**config.mk**
```make
export PLATFORM = sky130hd
export DESIGN_NAME = bcd_pulse_gen_flat
export DESIGN_NICKNAME = d
export VERILOG_FILES = /design/src/rtl/bcd_pulse_gen_if.sv /design/src/rtl/bcd_pulse_gen.sv /design/src/flat_wrapper.sv
export SDC_FILE = /design/constraint.sdc
export NUM_CORES = 1
export LEC_CHECK = 0
export CORE_MARGIN = 8
export CORE_UTILIZATION = 55
export CTS_CLUSTER_DIAMETER = 60
export DETAILED_ROUTE_END_ITERATION = 7
export PLACE_DENSITY = 0.82
export SLEW_MARGIN = 20
export SYNTH_ARGS = -nofsm -noshare
export SYNTH_HDL_FRONTEND = slang
export SYNTH_SLANG_ARGS = --single-unit
export TNS_END_PERCENT = 5
```
**constraint.sdc**
```tcl
create_clock -name clk -period 3.2 [get_ports clk]
set_input_delay 0.64 -clock clk [delete_from_list [all_inputs] [get_ports clk]]
set_output_delay 0.64 -clock clk [all_outputs]
set_load 0.01 [all_outputs]
```
**src/rtl/bcd_pulse_gen_if.sv**
```systemverilog
// Control/status bundle for bcd_pulse_gen: setpoint digits, commands, waveform and live BCD count.
interface bcd_pulse_gen_if;
    logic [3:0] bcd_hi;
    logic [3:0] bcd_lo;
    logic       load;
    logic       start;
    logic       stop;
    logic       mode;
    logic       wave;
    logic       busy;
    logic       done;
    logic       err;
    logic [3:0] cnt_hi;
    logic [3:0] cnt_lo;

    // Controller side: issues setpoint and commands, observes waveform and count.
    modport master (
        output bcd_hi, bcd_lo, load, start, stop, mode,
        input  wave, busy, done, err, cnt_hi, cnt_lo
    );

    // Generator side.
    modport slave (
        input  bcd_hi, bcd_lo, load, start, stop, mode,
        output wave, busy, done, err, cnt_hi, cnt_lo
    );
endinterface

```
**src/rtl/bcd_pulse_gen.sv**
```systemverilog
// Square-wave / single-pulse generator whose phase length is a 2-digit BCD count of base ticks.
// A base tick is PRESCALE clk cycles; the live BCD down-count is exported for 7-segment display.
module bcd_pulse_gen #(
    parameter int unsigned PRESCALE = 1
) (
    input  logic          clk,
    input  logic          rst_n,
    bcd_pulse_gen_if.slave bus
);

    localparam int unsigned   PW   = $clog2(PRESCALE + 1);
    localparam logic [PW-1:0] PMAX = PW'(PRESCALE - 1);

    typedef enum logic [1:0] {StIdle, StHigh, StLow} state_e;

    state_e        state_q;
    logic [3:0]    set_hi_q, set_lo_q;
    logic [3:0]    cnt_hi_q, cnt_lo_q;
    logic [PW-1:0] presc_q;
    logic          wave_q, busy_q, done_q, err_q, mode_q;

    logic          load_ok, load_bad;
    logic [3:0]    set_hi_nxt, set_lo_nxt;
    logic          set_zero, tick, last;
    logic [3:0]    dec_hi, dec_lo;

    // Setpoint capture qualification, tick detection and BCD decrement with borrow.
    always_comb begin
        load_ok    = bus.load && (bus.bcd_hi <= 4'd9) && (bus.bcd_lo <= 4'd9);
        load_bad   = bus.load && ((bus.bcd_hi > 4'd9) || (bus.bcd_lo > 4'd9));
        set_hi_nxt = load_ok ? bus.bcd_hi : set_hi_q;
        set_lo_nxt = load_ok ? bus.bcd_lo : set_lo_q;
        set_zero   = (set_hi_q == 4'd0) && (set_lo_q == 4'd0);
        tick       = (presc_q == PMAX);
        last       = (cnt_hi_q == 4'd0) && (cnt_lo_q == 4'd1);
        if (cnt_lo_q == 4'd0) begin
            dec_lo = 4'd9;
            dec_hi = cnt_hi_q - 4'd1;
        end else begin
            dec_lo = cnt_lo_q - 4'd1;
            dec_hi = cnt_hi_q;
        end
    end

    // Single FSM register block: state, setpoint, counter, prescaler and all registered outputs.
    always_ff @(posedge clk) begin
        if (!rst_n) begin
            state_q  <= StIdle;
            set_hi_q <= 4'd0;
            set_lo_q <= 4'd0;
            cnt_hi_q <= 4'd0;
            cnt_lo_q <= 4'd0;
            presc_q  <= '0;
            wave_q   <= 1'b0;
            busy_q   <= 1'b0;
            done_q   <= 1'b0;
            err_q    <= 1'b0;
            mode_q   <= 1'b0;
        end else begin
            done_q   <= 1'b0;
            set_hi_q <= set_hi_nxt;
            set_lo_q <= set_lo_nxt;
            if (load_ok)  err_q <= 1'b0;
            if (load_bad) err_q <= 1'b1;

            unique case (state_q)
                StIdle: begin
                    // Idle display tracks the setpoint, including a load on this edge.
                    cnt_hi_q <= set_hi_nxt;
                    cnt_lo_q <= set_lo_nxt;
                    presc_q  <= '0;
                    wave_q   <= 1'b0;
                    busy_q   <= 1'b0;
                    if (bus.start && !bus.stop) begin
                        if (set_zero) begin
                            err_q <= 1'b1;
                        end else begin
                            // Start uses the setpoint registered before this edge.
                            state_q  <= StHigh;
                            wave_q   <= 1'b1;
                            busy_q   <= 1'b1;
                            cnt_hi_q <= set_hi_q;
                            cnt_lo_q <= set_lo_q;
                            mode_q   <= bus.mode;
                        end
                    end
                end

                StHigh, StLow: begin
                    if (bus.stop) begin
                        state_q  <= StIdle;
                        wave_q   <= 1'b0;
                        busy_q   <= 1'b0;
                        presc_q  <= '0;
                        cnt_hi_q <= set_hi_nxt;
                        cnt_lo_q <= set_lo_nxt;
                    end else if (!tick) begin
                        presc_q <= presc_q + PW'(1);
                    end else begin
                        presc_q <= '0;
                        if (!last) begin
                            cnt_hi_q <= dec_hi;
                            cnt_lo_q <= dec_lo;
                        end else if ((state_q == StHigh) && mode_q) begin
                            // Single pulse complete.
                            state_q  <= StIdle;
                            wave_q   <= 1'b0;
                            busy_q   <= 1'b0;
                            done_q   <= 1'b1;
                            cnt_hi_q <= set_hi_nxt;
                            cnt_lo_q <= set_lo_nxt;
                        end else if (set_zero) begin
                            // A 00 setpoint loaded mid-run cannot be reloaded; abort rather
                            // than let the counter underflow.
                            state_q  <= StIdle;
                            wave_q   <= 1'b0;
                            busy_q   <= 1'b0;
                            err_q    <= 1'b1;
                            cnt_hi_q <= set_hi_nxt;
                            cnt_lo_q <= set_lo_nxt;
                        end else begin
                            cnt_hi_q <= set_hi_q;
                            cnt_lo_q <= set_lo_q;
                            if (state_q == StHigh) begin
                                state_q <= StLow;
                                wave_q  <= 1'b0;
                            end else begin
                                state_q <= StHigh;
                                wave_q  <= 1'b1;
                                done_q  <= 1'b1;
                            end
                        end
                    end
                end

                default: begin
                    state_q <= StIdle;
                    wave_q  <= 1'b0;
                    busy_q  <= 1'b0;
                end
            endcase
        end
    end

    assign bus.wave   = wave_q;
    assign bus.busy   = busy_q;
    assign bus.done   = done_q;
    assign bus.err    = err_q;
    assign bus.cnt_hi = cnt_hi_q;
    assign bus.cnt_lo = cnt_lo_q;

endmodule

```
**src/flat_wrapper.sv**
```systemverilog
// flat-port wrapper written by rule: the top's interface ports become plain ports
module bcd_pulse_gen_flat 
#(
    parameter int unsigned PRESCALE = 1
)
  (clk, rst_n, bus_bcd_hi, bus_bcd_lo, bus_load, bus_start, bus_stop, bus_mode, bus_wave, bus_busy, bus_done, bus_err, bus_cnt_hi, bus_cnt_lo);
  bcd_pulse_gen_if bus_i ();
  input  logic clk;
  input  logic rst_n;
  input wire logic [$bits(bus_i.bcd_hi)-1:0] bus_bcd_hi;
  input wire logic [$bits(bus_i.bcd_lo)-1:0] bus_bcd_lo;
  input wire logic [$bits(bus_i.load)-1:0] bus_load;
  input wire logic [$bits(bus_i.start)-1:0] bus_start;
  input wire logic [$bits(bus_i.stop)-1:0] bus_stop;
  input wire logic [$bits(bus_i.mode)-1:0] bus_mode;
  output wire logic [$bits(bus_i.wave)-1:0] bus_wave;
  output wire logic [$bits(bus_i.busy)-1:0] bus_busy;
  output wire logic [$bits(bus_i.done)-1:0] bus_done;
  output wire logic [$bits(bus_i.err)-1:0] bus_err;
  output wire logic [$bits(bus_i.cnt_hi)-1:0] bus_cnt_hi;
  output wire logic [$bits(bus_i.cnt_lo)-1:0] bus_cnt_lo;
  assign bus_i.bcd_hi = bus_bcd_hi;
  assign bus_i.bcd_lo = bus_bcd_lo;
  assign bus_i.load = bus_load;
  assign bus_i.start = bus_start;
  assign bus_i.stop = bus_stop;
  assign bus_i.mode = bus_mode;
  assign bus_wave = bus_i.wave;
  assign bus_busy = bus_i.busy;
  assign bus_done = bus_i.done;
  assign bus_err = bus_i.err;
  assign bus_cnt_hi = bus_i.cnt_hi;
  assign bus_cnt_lo = bus_i.cnt_lo;
  bcd_pulse_gen #(.PRESCALE(PRESCALE)) u_core (.clk(clk), .rst_n(rst_n), .bus(bus_i));
endmodule
```
==> results.py <==
metrics = {
    "timing": {
        "setup_viol": 0,
        "worst_pin_slew_ns": 0.699,
        "fmax_ghz": 0.402,
        "final-hold-violation-count": 0,
        "clock_skew_ns": 0.00973,
        "rsz0062_at_grt": "no",
        "finalCritPeriodShare_pct": 77.7,
        "fin_tns_setup_ns": 0,
        "layout_min_cycle_time_ns": 2.49,
        "slew_violations": 0,
        "max_slew_margin_pct": 53.3,
    },
    "flow_run": {
        "maxCapViolCount": 0,
    },
    "route": {
        "routed_wl_mm": 4.76,
        "final_antenna_net_count": 0,
        "vias_per_cell": 6.73,
        "drc": 0,
        "dr.first_iter.drc_count": 196,
        "vias": 1655,
        "drt_first_pass_iters": 5,
        "wl_per_cell_um": 19.4,
    },
    "logic_synthesis": {
        "synth_top_area_cell": "dfxtp_1",
        "synth_area_leaders": "dfxtp_1, a21oi_1, o21ai_0",
        "yosysWarnings": 0,
        "mappedNetlistNets": 210,
        "synthArstFlopShare_pct": 0,
        "syn-cell-area_sq_mm": 0.00151,
        "synth_area_per_cell_sq_um": 7.89,
        "yosysTopAreaCellShare_pct": 30.4,
        "synth_edf_count": 0,
        "ys_types": 52,
        "netlist_instances": 192,
        "ys_ff_latch": 23,
        "ys_seq_area_share_pct": 30.4,
        "synth_flop_cell": "dfxtp_1",
    },
    "cells_and_area": {
        "fill_cells": 249,
        "nets": 234,
        "drive_gt1_share_pct": 6.51,
        "final_area_sq_mm": 0.00181,
        "antenna_cells": 0,
        "area_growth_pct": 19.6,
    },
    "worst_setup_path": {
        "cp-startpoint": "u_core.state_q[0]$_SDFFE_PN0P_",
        "regToRegEndpoint": "u_core.bus.cnt_hi[3]$_SDFFE_PN0P_",
        "crit_chain": "inv_1 > ha_1 > nor2b_1 > nand2_1 > o32ai_1 > a221oi_1 > a21oi_1",
        "endpoint": "u_core.bus.cnt_hi[3]$_SDFFE_PN0P_",
        "ff2ff_setup_slack_ns": 0.71,
        "r2r_start": "u_core.state_q[0]$_SDFFE_PN0P_",
        "path_class": "reg -> reg",
        "ff2ff_path_depth": 7,
        "cp_slowest_cell": "ha_1",
        "worst_setup_path_end_kind": "register",
        "crit_fanout": 17,
        "crit_required_ns": 3.46,
        "cp-start-kind": "register",
        "cp_slowest_stage_delay_ns": 0.60,
        "critPathArrivalTime_ns": 2.75,
    },
    "floorplan": {
        "die_w_um": 68.5,
        "die_h_um": 68.5,
        "die-area_sq_mm": 0.00469,
        "initial_core_util_pct": 56.4,
        "fp-row-count": 19,
        "ioPinCount": 26,
        "core_area_sq_mm": 0.00269,
    },
    "place": {
        "gp_congestion": 0.942,
        "portBuffers": 25,
        "dp_hpwl_mm": 3.77,
        "dpl_cell_area_sq_mm": 0.00178,
    },
    "pwr": {
        "power_density_mw_per_mm2": 474,
        "p_switching_mw": 0.336,
        "clkPwrFrac_pct": 16.5,
        "p_int_mw": 0.522,
        "p_leak_nw": 0.676,
        "sw_frac_of_total_pct": 39.2,
        "pwr-share-seq_pct": 40.6,
        "irDropWorstVdd_mv": 0.367,
        "p_comb_share_pct": 42.9,
    },
    "grt": {
        "grt_pass1_vias": 1621,
        "use_met3_pct": 4.91,
        "grt_pass1_wl_mm": 7.61,
        "antenna_found_initial": 0,
        "grt_usage_pct": 21.1,
        "overflow": 0,
        "grt_max_degree": 18,
        "use_met1_pct": 26.4,
        "use_met2_pct": 34.0,
        "grt_busiest_layer": "met2",
    },
    "clock_network": {
        "cts_buffer_depth": 2,
        "cts-root-buf": "clkbuf_4",
        "htree_levels": 1,
        "numCtsBuffers": 3,
        "clkLatencyLatePin_ns": 0.32,
        "postCtsHoldBufs": 0,
        "cts_resized": 0,
        "clkTransAtPathRegs_ns": 0.14,
        "cts.sinks": 23,
        "post_cts_buffers": 0,
        "cts_tree": "done",
    },
    "outcome": {
        "outcome": "complete, no violations",
    },
    "hold_path": {
        "hold_class": "reg -> reg",
    },
}
## state kept, by name (all words and copies together), names as in the netlist
name	cells
u_core.set_hi_q	4
u_core.state_q	2
u_core.bus.cnt_hi	4
u_core.bus.cnt_lo	4
u_core.mode_q	1
u_core.bus.done	1
u_core.bus.busy	1
u_core.bus.wave	1
u_core.set_lo_q	4
u_core.bus.err	1
## worst max-delay path, delay by kind of cell, from the launching register on
kind / cells / cell delay, ns
compound gates: 3 / 0.78
simple gates: 2 / 0.58
buf+inv: 1 / 0.08
fa+ha+maj: 1 / 0.60
flops: 1 / 0.39
## per-layer routing
| metal | up-vias | wire length (um) |
|---|---|---|
| met5 | - | 0 |
| met4 | 0 | 136 |
| met3 | 19 | 495 |
| met2 | 107 | 2200 |
| met1 | 753 | 1930 |
| li1 | 776 | - |
## area by class of cell
class | count | area, sq um | area share [%]
flip-flops and latches | 23 | 460 | 25.4
repair buffers | 26 | 258 | 14.2
clock buffers | 4 | 26.3 | 1.45
multi-input cells | 152 | 990 | 54.7
well taps | 31 | 38.8 | 2.14
inverters | 10 | 37.5 | 2.07
## cells in the mapped netlist (all sizes together), types with 4 or more instances
library cell,n
a21oi,24
dfxtp,23
nor2,18
o21ai,18
nand2,12
inv,10
clkbuf,7
nor3,7
a31oi,4
ha,4
## power by group through the flow
stage | registers, mW | logic (mW) | clock network [mW]
4_1_cts | 0.348 | 0.361 | 0.143
5_1_grt | 0.352 | 0.397 | 0.149
3_3_place_gp | 0.350 | 0.353 | 0
3_5_place_dp | 0.354 | 0.359 | 0
2_1_floorplan | 0.353 | 0.238 | 0
6_report | 0.348 | 0.368 | 0.142
## worst min path at each step
| stage | start | endpoint | slack, ns | cells after the start |
|---|---|---|---|---|
| floorplan | u_core.set_lo_q[2]$_SDFF_PN0_ | u_core.bus.cnt_lo[2]$_SDFFE_PN0P_ | 0.45 | 2 |
| global placement | u_core.bus.wave$_SDFFE_PN0P_ | u_core.bus.wave$_SDFFE_PN0P_ | 0.44 | 2 |
| detailed placement | u_core.bus.wave$_SDFFE_PN0P_ | u_core.bus.wave$_SDFFE_PN0P_ | 0.46 | 2 |
| CTS | u_core.bus.wave$_SDFFE_PN0P_ | u_core.bus.wave$_SDFFE_PN0P_ | 0.48 | 2 |
| global route | u_core.bus.wave$_SDFFE_PN0P_ | u_core.bus.wave$_SDFFE_PN0P_ | 0.49 | 2 |
| finish | u_core.bus.wave$_SDFFE_PN0P_ | u_core.bus.wave$_SDFFE_PN0P_ | 0.48 | 2 |
## cell usage in the layout, fill, tap and decap left out, types with 2 or more instances in the layout
cell,instances
o21a_1,3
o21ai_2,2
a211o_1,2
nand2_1,12
nand2b_1,2
o211ai_1,2
a211oi_1,2
mux2i_1,3
nor2_1,17
a21oi_1,24
nand4_1,2
nor3_1,6
ha_1,4
clkdlybuf4s50_1,25
nand3_1,3
clkbuf_4,3
and2_1,3
nor3b_1,3
o21ai_0,13
a31oi_1,4
a221oi_1,3
or4_1,2
inv_1,10
nor2b_1,2
dfxtp_1,23
or2_2,2
a311oi_1,2
a32oi_1,3
xor2_1,3
o21ai_1,3
nor4_1,3
## metrics by stage
step	utilization, %	hold slack (ns)	setup WS [ns]	power, mW	std cells
after floorplan	-	0.447	1.33	0.590	192
after global placement	66.4	0.444	0.607	0.703	242
after detailed placement	66.4	0.464	0.592	0.713	242
after CTS	67.4	0.482	0.776	0.851	246
after global routing	67.4	0.491	0.574	0.898	246
final	67.4	0.479	0.712	0.858	246
## logic make-up (layout without fill, tap and decap cells)
kind of cell	after synthesis	after routing	synth area share, %
and+or+nand+nor	64	64	23.9
xor gates and xnor gates	3	3	1.74
DFF	23	23	30.4
buffers and inverters	17	40	4.22
adders and majority gates	4	4	3.31
AOI/OAI and AO/OA	77	77	33.7
muxes	4	4	2.73
Note: power is estimated with default switching activity, not from simulation.
==> edit 1, RTL diff (config.mk and constraints unchanged) <==
Reset style: asynchronous (`rst_n`), changed in one clocked block.
--- a/src/rtl/bcd_pulse_gen.sv
+++ b/src/rtl/bcd_pulse_gen.sv
@@ -45,3 +45,3 @@
     // Single FSM register block: state, setpoint, counter, prescaler and all registered outputs.
-    always_ff @(posedge clk) begin
+    always_ff @(posedge clk or negedge rst_n) begin
         if (!rst_n) begin
Check against the original RTL: differs if rst_n is asserted again (counterexample within 4 cycles, from zero or initial values and one cycle with rst_n low); with rst_n held inactive, the same outputs for 10 cycles.
==> edit 1 against the original RTL <==
- die area grew 5.1%
- final area grew 5.9%
- synthesized area grew 6.7%
- sequential cell count is the same
- routed wire length shrank 1.6%
- critical endpoint is now u_core.bus.cnt_lo[2]
- worst setup slack lost 0.072 ns
Power is not compared: it rests on default switching activity, and its combinational part moved more than twofold at a synthesized area within 25%.
==> edit 1: results (changes against the original RTL) <==
* Status: complete, no violations (unchanged)
* Wire length after detailed routing: 4690 um (was 4760 um)
* Fraction of post-synthesis cell area in the top cell type by area: 35.6% (was 30.4%)
- Transition time of the tightest slew-check pin: 0.648 ns (was 0.699 ns)
- Pin count of the biggest net entering global routing: 24 (was 18)
* Worst-case clock skew: 0.00210 ns (was 0.00973 ns)
- Arrival time of data at the critical path endpoint: 2.83 ns (was 2.75 ns)
- DRC marker count from the first detailed-route iteration: 208 (was 196)
- Final net count: 232 (was 234)
* Global-route wire length before repair: 7820 um (was 7610 um)
- The fraction of registers with async set or reset after synthesis is 100% (was 0%).
* Reg2Reg Launch Point: u_core.state_q[0] (unchanged)
* Net count of the mapped netlist: 207 (was 210)
- GRT Total Usage: 19.0% (was 21.1%)
- Leading cell types by total area after synthesis: sky130_fd_sc_hd__dfrtp_1 36%, sky130_fd_sc_hd__nor2_1 4.4%, sky130_fd_sc_hd__a21oi_1 4.0%, sky130_fd_sc_hd__inv_1 3.3%, sky130_fd_sc_hd__ha_1 3.1% (was sky130_fd_sc_hd__dfxtp_1 30%, sky130_fd_sc_hd__a21oi_1 7.9%, sky130_fd_sc_hd__o21ai_0 4.3%, sky130_fd_sc_hd__nor2_1 4.2%, sky130_fd_sc_hd__ha_1 3.3%).
- The via count of the first global-routing pass came to 1632 (was 1621).
- The peak fanout along the critical path was 14 (was 17).
* Hold path start: u_core.bus.wave (unchanged)
* Dominant synthesized flop cell: sky130_fd_sc_hd__dfrtp_1 (was sky130_fd_sc_hd__dfxtp_1)
* # fillers: 233 (was 249)
- The share of cells above drive strength 1 was 7.51% (was 6.51%).
* HPWL after detailed placement: 3510 um (was 3770 um)
- The average via count per standard cell was 6.95 (was 6.73).
- Worst reg2reg endpoint: u_core.bus.cnt_lo[2] (was u_core.bus.cnt_hi[3])
- The distinct cell type count of the synthesized netlist came to 51 (was 52).
- The standard cell area after detailed placement was 1890 um2 (was 1780 um2).
- Most instantiated cells after synthesis: 23 x sky130_fd_sc_hd__dfrtp_1, 19 x sky130_fd_sc_hd__nor2_1, 14 x sky130_fd_sc_hd__inv_1 (was 24 x sky130_fd_sc_hd__a21oi_1, 23 x sky130_fd_sc_hd__dfxtp_1, 17 x sky130_fd_sc_hd__nor2_1)
* Routability congestion estimate from global placement: 0.961 (was 0.942)
[edit 1: cell types whose count changed after synthesis, moves of 4 or more]
| cell | delta |
|---|---|
| sky130_fd_sc_hd__nand3_1 | +6 |
| sky130_fd_sc_hd__dfxtp_1 | -23 |
| sky130_fd_sc_hd__dfrtp_1 | +23 |
| sky130_fd_sc_hd__a21oi_1 | -11 |
| sky130_fd_sc_hd__inv_1 | +4 |
[edit 1: cell families after synthesis]
group,count (synthesis),synth area share [%]
AO/OA/AOI/OAI,68,29.2
AND/OR/NAND/NOR,63,20.9
flip-flops,23,35.6
buffers and inverters,22,5.58
multiplexers,6,3.95
adder cells (fa/ha/maj),4,3.10
XOR/XNOR,3,1.63
[edit 1: worst max-delay path, stage by stage (launching register included)]
cell and delay, ns:
sky130_fd_sc_hd__dfrtp_1 0.43, sky130_fd_sc_hd__inv_1 0.06, sky130_fd_sc_hd__ha_1 0.59, sky130_fd_sc_hd__nand2b_1 0.26
sky130_fd_sc_hd__nor4_2 0.56, sky130_fd_sc_hd__a41oi_1 0.21, sky130_fd_sc_hd__o22a_1 0.26, sky130_fd_sc_hd__o21ai_1 0.12
[edit 1: how the worst max path moves through the flow]
stage,startpoint,to,slack [ns],depth (start not counted)
2_1_floorplan,u_core.bus.cnt_hi[3],u_core.bus.cnt_lo[1],1.04,6
3_5_place_dp,bus_stop,u_core.bus.cnt_lo[2],0.49,6
5_1_grt,u_core.state_q[1],u_core.bus.cnt_lo[2],0.51,7
3_3_place_gp,bus_stop,u_core.bus.cnt_lo[2],0.42,6
4_1_cts,u_core.state_q[0],u_core.bus.cnt_lo[2],0.75,7
6_report,u_core.state_q[0],u_core.bus.cnt_lo[2],0.64,7
[edit 1: report_power, final]
part           internal, uW  total (uW)  switching (uW)
logic                   466        1040             573
clock network          47.0         146            99.1
registers               402         527             125
[edit 1: through the flow]
step | hold WS [ns] | setup slack (ns) | std cells
global placement | 0.463 | 0.422 | 240
floorplan | 0.344 | 1.04 | 189
finish | 0.499 | 0.641 | 244
detailed placement | 0.463 | 0.494 | 240
global route | 0.508 | 0.512 | 244
CTS | 0.500 | 0.746 | 244
[edit 1: area by class of cell]
class	instances	share of cell area, %
Sequential cell	23	30.0
Tap cell	31	2.02
Inverter	14	2.74
Clock inverter	1	0.261
Multi-Input combinational cell	144	49.5
Clock buffer	3	1.17
Timing Repair Buffer	28	14.2
[edit 1: routing by layer]
metal	wire length, um	up-vias	global-route usage [%]
li1	-	769	-
met1	2030	765	25.4
met2	2030	147	29.2
met3	542	14	3.95
met4	87	0	6.92
met5	0	-	0
==> edit 2, RTL diff (config.mk and constraints unchanged) <==
Without the edit above. The 3 states of `state_e` get a one-hot encoding in 3 bits.
--- a/src/rtl/bcd_pulse_gen.sv
+++ b/src/rtl/bcd_pulse_gen.sv
@@ -13,3 +13,3 @@
 
-    typedef enum logic [1:0] {StIdle, StHigh, StLow} state_e;
+    typedef enum logic [2:0] {StIdle = 3'b001, StHigh = 3'b010, StLow = 3'b100} state_e;
 
Check against the original RTL: same outputs for any inputs over 4 cycles, from zero or initial values and one cycle with rst_n low; so few cycles prove little.
==> edit 2 against the original RTL <==
- die area down 7.5%
- sequential cell count up 1
- routed wire length decreased by 24%
- final area down 7.3%
- register-to-register slack gained 0.50 ns
- synthesized area decreased by 9.8%
- fmax grew 15%
- sequential share of layout area increased by 3.2 points
- hold slack better by 0.012 ns
- worst setup slack improved by 0.33 ns
- critical endpoint is now u_core.bus.cnt_lo[0]
Power is not compared: it rests on default switching activity, and its combinational part moved more than twofold at a synthesized area within 25%.
==> edit 2: results (changes against the original RTL) <==
- Status: complete, no violations (unchanged).
- The final-layout clock-cell area share is 2.16% (was 1.45%).
* Routed length on met3: 290 um (was 495 um)
- The average via count per standard cell came to 6.36 (was 6.73).
- Non-CTS inverters: 4 (was 10)
* Final non-filler cell area: 1680 um2 (was 1810 um2)
* Reg2Reg Launch Point: u_core.state_q[0] (unchanged)
* Arrival time of data at the critical path endpoint: 2.37 ns (was 2.75 ns)
- WL met2: 1750 um (was 2200 um)
* Pin count of the biggest net entering global routing: 25 (was 18)
- Global-route wire length before repair: 6000 um (was 7610 um)
* Fmax achieved: 464 MHz (was 402 MHz)
- Critical Path Start: bus_bcd_hi[2] (was u_core.state_q[0])
* Routability congestion estimate from global placement: 0.878 (was 0.942)
- The end point of the critical path is u_core.bus.cnt_lo[0] (was u_core.bus.cnt_hi[3]).
* Reported leakage power: 0.000597 uW
- Reg area: 480 um2 (was 460 um2)
- Most instantiated cells after synthesis: 24 x sky130_fd_sc_hd__dfxtp_1, 17 x sky130_fd_sc_hd__nand2_1, 17 x sky130_fd_sc_hd__o21ai_0 (was 24 x sky130_fd_sc_hd__a21oi_1, 23 x sky130_fd_sc_hd__dfxtp_1, 17 x sky130_fd_sc_hd__nor2_1)
* Layout buffering overhead excluding clock cells: 14.9% (was 14.2%)
* Leading cell types by total area after synthesis: sky130_fd_sc_hd__dfxtp_1 35%, sky130_fd_sc_hd__o21ai_0 6.2%, sky130_fd_sc_hd__nand2_1 4.7%, sky130_fd_sc_hd__a31oi_1 3.7%, sky130_fd_sc_hd__mux2i_1 3.7% (was sky130_fd_sc_hd__dfxtp_1 30%, sky130_fd_sc_hd__a21oi_1 7.9%, sky130_fd_sc_hd__o21ai_0 4.3%, sky130_fd_sc_hd__nor2_1 4.2%, sky130_fd_sc_hd__ha_1 3.3%)
- # fillers: 193 (was 249)
- Worst slack after detailed placement: 0.710 ns (was 0.592 ns)
- Count of cell types in the netlist: 46 (was 52)
- Worst-case clock skew: 0.00414 ns (was 0.00973 ns)
- The share of cells above drive strength 1 was 7.37% (was 6.51%).
* GRT Total Usage: 16.9% (was 21.1%)
* Final net count: 206 (was 234)
* Reg-to-reg slack, setup: 1.21 ns (was 0.71 ns)
- The multi-input gate share of the layout cell area is 51.2% (was 54.7%).
- The multi-input logic cell count was 133 (was 152).
- The number of standard cells after synthesis is 164 (was 192).
- Portion of the post-synthesis area used by sequential elements: 35.2% (was 30.4%)
- Worst reg2reg endpoint: u_core.bus.cnt_hi[2] (was u_core.bus.cnt_hi[3])
- The routed length per instance is 16.4 um (was 19.4 um).
* Met1 routed wirelength after detailed routing: 1530 um (was 1930 um)
- Met2 Track Usage GR: 29.2% (was 34.0%)
- The final hold slack was 0.491 ns (was 0.479 ns).
* Number of buffers other than clock buffers in the final layout: 25 (was 26)
- The via count of the first global-routing pass came to 1303 (was 1621).
- The met3 layer usage reported by global route came to 2.37% (was 4.91%).
- The overall routed net length came to 3620 um (was 4760 um).
- The sequential cell count was 24 (was 23).
- DRC marker count from the first detailed-route iteration: 125 (was 196)
[edit 2: cell types whose count changed after synthesis, sizes merged, moves of 3 or more]
cell / before / now
a21oi: 24 / 7
nor2: 18 / 8
inv: 10 / 4
nor2b: 2 / 8
nand2: 12 / 17
nand3: 3 / 8
a21boi: 0 / 4
a31oi: 4 / 8
clkbuf: 7 / 3
nor3: 7 / 3
ha: 4 / 1
[edit 2: critical path, stage by stage]
cell                              delay, ns
sky130_fd_sc_hd__clkdlybuf4s50_1       0.41
sky130_fd_sc_hd__o21ai_0               0.30
sky130_fd_sc_hd__nand3_1               0.36
sky130_fd_sc_hd__mux2_2                0.39
sky130_fd_sc_hd__o211ai_1              0.18
sky130_fd_sc_hd__a21oi_1               0.08
[edit 2: cells by family after synthesis]
family,Yosys count,share of synthesized area (%)
adders and majority gates,1,0.916
DFF,24,35.2
muxes,7,5.31
buffers and inverters,7,1.92
and+or+nand+nor,65,26.6
xor gates and xnor gates,4,2.56
AOI/OAI and AO/OA,56,27.6
